### src/rtl/parent_cap_pkg.sv
// Shared definitions for the PARENT cell capture FIFO: lane positions,
// pointer sizing and occupancy states.
package parent_cap_pkg;

  localparam int LANE_O0 = 0;
  localparam int LANE_O1 = 1;

  localparam int DEFAULT_DEPTH = 4;

  // Pointer width carries one extra MSB so full and empty are distinguishable.
  function automatic int ptr_w(input int depth);
    return $clog2(depth) + 1;
  endfunction

  typedef logic [ptr_w(DEFAULT_DEPTH)-1:0] count_t;

  typedef enum logic [1:0] {
    OCC_EMPTY   = 2'd0,
    OCC_PARTIAL = 2'd1,
    OCC_FULL    = 2'd2
  } occ_state_t;

endpackage

### src/rtl/parent_cap_mem.sv
// Register-array storage for the capture FIFO: one synchronous write port,
// one asynchronous read port, no reset on the contents.
module parent_cap_mem #(
  parameter int WIDTH = 2,
  parameter int DEPTH = 4
) (
  input  logic                     clk,
  input  logic                     we,
  input  logic [$clog2(DEPTH)-1:0] waddr,
  input  logic [WIDTH-1:0]         wdata,
  input  logic [$clog2(DEPTH)-1:0] raddr,
  output logic [WIDTH-1:0]         rdata
);

  logic [WIDTH-1:0] mem [DEPTH];

  always_ff @(posedge clk) begin
    if (we) begin
      mem[waddr] <= wdata;
    end
  end

  assign rdata = mem[raddr];

endmodule

### src/rtl/parent_capture_fifo.sv
// Capture FIFO behind the two-pin PARENT cell: buffers {O1, O0} words for a
// ready/valid consumer and reports occupancy and sticky overflow.
module parent_capture_fifo
  import parent_cap_pkg::*;
#(
  parameter int WIDTH = 2,
  parameter int DEPTH = 4
) (
  input  logic                   clk,
  input  logic                   rst_n,
  input  logic                   in_valid,
  input  logic [WIDTH-1:0]       in_data,
  output logic                   in_ready,
  output logic                   out_valid,
  output logic [WIDTH-1:0]       out_data,
  input  logic                   out_ready,
  output logic [$clog2(DEPTH):0] count,
  output logic                   full,
  output logic                   empty,
  output logic                   overflow,
  input  logic                   clr_overflow
);

  localparam int PW = ptr_w(DEPTH);
  localparam int AW = PW - 1;

  if (DEPTH < 2 || (DEPTH & (DEPTH - 1)) != 0) begin : g_bad_depth
    $error("parent_capture_fifo: DEPTH must be a power of two and at least 2");
  end
  if (WIDTH < 1) begin : g_bad_width
    $error("parent_capture_fifo: WIDTH must be at least 1");
  end

  logic [PW-1:0] wr_ptr;
  logic [PW-1:0] rd_ptr;
  logic [PW-1:0] occ_count;
  occ_state_t    occ;
  logic          push;
  logic          pop;

  // Occupancy is decoded from the pointer difference alone; no state register.
  assign occ_count = wr_ptr - rd_ptr;

  always_comb begin
    occ = OCC_PARTIAL;
    if (occ_count == '0) begin
      occ = OCC_EMPTY;
    end else if (occ_count == PW'(DEPTH)) begin
      occ = OCC_FULL;
    end
  end

  assign full      = (occ == OCC_FULL);
  assign empty     = (occ == OCC_EMPTY);
  assign count     = occ_count;
  assign in_ready  = !full;
  assign out_valid = !empty;

  assign push = in_valid && in_ready;
  assign pop  = out_valid && out_ready;

  always_ff @(posedge clk or negedge rst_n) begin
    if (!rst_n) begin
      wr_ptr   <= '0;
      rd_ptr   <= '0;
      overflow <= 1'b0;
    end else begin
      if (push) begin
        wr_ptr <= wr_ptr + PW'(1);
      end
      if (pop) begin
        rd_ptr <= rd_ptr + PW'(1);
      end
      // A dropped push outranks a coincident clear so no overflow goes unseen.
      if (in_valid && full) begin
        overflow <= 1'b1;
      end else if (clr_overflow) begin
        overflow <= 1'b0;
      end
    end
  end

  parent_cap_mem #(
    .WIDTH(WIDTH),
    .DEPTH(DEPTH)
  ) u_mem (
    .clk  (clk),
    .we   (push),
    .waddr(wr_ptr[AW-1:0]),
    .wdata(in_data),
    .raddr(rd_ptr[AW-1:0]),
    .rdata(out_data)
  );

endmodule

### config.mk
export PLATFORM = sky130hd
export DESIGN_NAME = parent_capture_fifo
export DESIGN_NICKNAME = d
export VERILOG_FILES = /design/src/rtl/parent_cap_pkg.sv /design/src/rtl/parent_cap_mem.sv /design/src/rtl/parent_capture_fifo.sv
export SDC_FILE = /design/constraint.sdc
export NUM_CORES = 1
export LEC_CHECK = 0
export ABC_CLOCK_PERIOD_IN_PS = 2300
export BUFFER_PORTS_ARGS = -buffer_cell sky130_fd_sc_hd__buf_2
export CAP_MARGIN = 20
export CORE_UTILIZATION = 40
export DETAILED_ROUTE_END_ITERATION = 6
export SLEW_MARGIN = 25
export SYNTH_ARGS = -nofsm -noshare
export SYNTH_HDL_FRONTEND = slang
export SYNTH_HIERARCHICAL = 1
export SYNTH_SLANG_ARGS = --single-unit
### constraint.sdc
create_clock -name clk -period 2.3 [get_ports clk]
set_clock_uncertainty 0.1 [all_clocks]
set_input_delay 0.345 -clock clk [delete_from_list [all_inputs] [get_ports clk]]
set_output_delay 0.345 -clock clk [all_outputs]
set_load 0.01 [all_outputs]
==> impl_metrics.toml <==
[status]
outcome = "finished with violations"
violations = "setup timing"

[die]
ios = 17
dieWidth_um = 45.90
fp.dieH_um = 45.90
start_util = 0.4369
core_mm2 = 0.001764
die-area_mm2 = 0.002106
rows = 15

[timing]
hold_viol = 0
finalMaxSlewViolations = 0
tns_ns = -0.07824
relSlewSlack = 0.8455
post-route-min-period_ns = 2.350
post-route-period-util = 1.022
tightest_slew_ns = 0.2302
fin_ws_ns = -0.04955
grt_setup_unrepaired = "yes"
max_freq_mhz = 425.6
setup_violations = 2

[route]
topRoutingLayerUsed = "met4"
drt_wl_total_um = 1386
wl_met3_um = 29
wl_met1_um = 692
drt_pass1_iterations = 2
final_antenna_net_count = 0
viasPerCell = 4.694
route.met2.wl_um = 652
drt_iter0_drc = 4
vias = 507
drc = 0
wl_per_cell_um = 12.83

[logic_synthesis]
synth_commonest_cells = "inv_1 (9), edfxtp_1 (8), dfrtp_1 (7)"
synth_most_common_cell = "inv_1"
syn_area_um2 = 770.7
ys_seq_elements = 15
ys_seq_area_frac = 0.5390
synth_edf_count = 8
avgSynthCellArea_um2 = 14.27
yosysUniqueCellTypes = 23
ys.warnings.count = 6
synth_nets = 65
ys_async_sr_fraction = 0.4667
synth_area_leaders = "edfxtp_1 (31%), dfrtp_1 (23%), mux4_1 (6.8%), ha_1 (4.9%), inv_1 (4.4%)"
synth_largest_area_cell = "edfxtp_1"
syn_inst = 54
synth_ff_type = "edfxtp_1"
synth_top_area_frac = 0.3117

[clock_network]
htreeDepth = 1
root_buffer = "clkbuf_4"
cts_sinks = 15
clk_pin_slew_ns = 0.09
cts_buffers = 3
worstSkewPairLatency_ns = 0.29
clockBufferDepth = 2
cts_tree = "yes"

[worst_setup_path]
crit_buf_inv = 2
cp-startpoint = "rd_ptr[0]"
crit_path_max_fanout = 4
required_ns = 1.86
critPathKind = "reg -> out"
critPathMaxStageDelay_ns = 0.58
slowest_stage = "fa_2"
endpoint_kind = "output port"
r2r_slack_ns = 0.05
reg2reg_from = "rd_ptr[0]"
worst-r2r-cell-count = 7
cp_data_arrival_time_ns = 1.90
crit_family = "adder cells"
crit_end = "empty"
cp.depth = 6
start_kind = "flop"
crit_chain = "ha_2, fa_2, nand2_2, or2_1, inv_1, buf_2"
r2r_end = "u_mem/mem[0][1]"

[global_route]
first_global_vias = 502
grt_remaining_overflow = 0
grt_pass1_wl_um = 2173
grt_max_degree = 11
grt_usage = 0.1516
antenna_found_initial = 0

[cells_and_area]
final_nets = 95
register_area_um2 = 415.4
area_delta_synth_final_pct = 33.28
multi_input_area_um2 = 351.6
fillers = 160
drive_above_1_share = 0.5060
diodes = 0

[run]
maxCapViolations = 0

[place]
portBuffers = 16
dp_hpwl_um = 997.4
gp_congestion = 0.6631

[min_path]
hold_class = "in -> reg"
[cells by family (layout without fill, tap and decap cells)]
| family | after synthesis | count (layout) | synth area share |
|---|---|---|---|
| flops | 15 | 15 | 0.5390 |
| simple gates | 9 | 9 | 0.07144 |
| buf+inv | 9 | 38 | 0.04383 |
| compound gates | 6 | 6 | 0.06168 |
| mux | 6 | 6 | 0.1315 |
| xor+xnor | 5 | 5 | 0.07793 |
| fa+ha+maj | 4 | 4 | 0.07468 |
[registers in the layout, indices dropped and copies added (netlist names)]
| signal | cells |
|---|---|
| wr_ptr | 3 |
| u_mem/mem | 8 |
| rd_ptr | 3 |
| overflow | 1 |
[repair_timing]
action | 4_1_cts | 5_1_grt
cloned | 0 | 0
pin swaps | 1 | 1
hold buffers | 1 | 0
endpoints found under the hold margin | 7 | 0
resized for setup | 2 | 9
buffers inserted | 4 | 1
endpoints found under the setup margin | 4 | 12
[worst min-delay path by stage]
stage / from / end / slack (ns) / depth (start not counted)
after detailed placement: rst_n / rd_ptr[1] / 0.1 / 1
after floorplan: rst_n / overflow / -0.05 / 0
after CTS: in_data[1] / u_mem/mem[0][1] / 0.17 / 1
after global placement: rst_n / rd_ptr[1] / 0.09 / 1
after global routing: in_data[0] / u_mem/mem[2][0] / 0.17 / 1
final: in_data[1] / u_mem/mem[0][1] / 0.18 / 1
[cells in the final DEF (no fill, tap or decap), types with 2 or more instances in the layout]
master | netlist | final
buf_2 | 0 | 14
buf_4 | 0 | 8
edfxtp_1 | 8 | 8
inv_1 | 9 | 7
dfrtp_1 | 7 | 7
xnor2_1 | 3 | 3
clkbuf_4 | 0 | 3
and3_4 | 0 | 2
mux2_2 | 2 | 2
nand2_1 | 3 | 2
ha_1 | 3 | 2
buf_6 | 0 | 2
mux4_1 | 2 | 2
[per-stage QoR]
step | utilization | hold WS [ns] | area, um^2 | worst slack (ns) | std cells
after global placement | 0.5170 | 0.09152 | 912.1 | 0.08276 | 98
after CTS | 0.5596 | 0.1696 | 987.2 | -0.04554 | 107
final | 0.5823 | 0.1766 | 1027 | -0.04955 | 108
after detailed placement | 0.5170 | 0.09754 | 912.1 | 0.05319 | 98
after floorplan | - | -0.05059 | 778.2 | 0.009265 | 54
after global routing | 0.5823 | 0.1671 | 1027 | -0.1377 | 108
[per-layer routing]
metal / GRT usage / vias up
met5: 0 / -
met4: 0.08824 / 0
met1: 0.2076 / 244
met3: 0.02381 / 2
li1: - / 254
met2: 0.2254 / 7
[final cells by class]
cell class                 count  share of cell area
clock inverter                 1            0.007308
timing repair buffer          25              0.1583
multi-input combinational     30              0.3423
clock buffer                   3             0.02192
sequential                    15              0.4044
inverter                       9             0.03532
tap                           25             0.03045
Power is not shown: default switching activity piles up to over one toggle a cycle in this logic, so the estimate is an artifact.
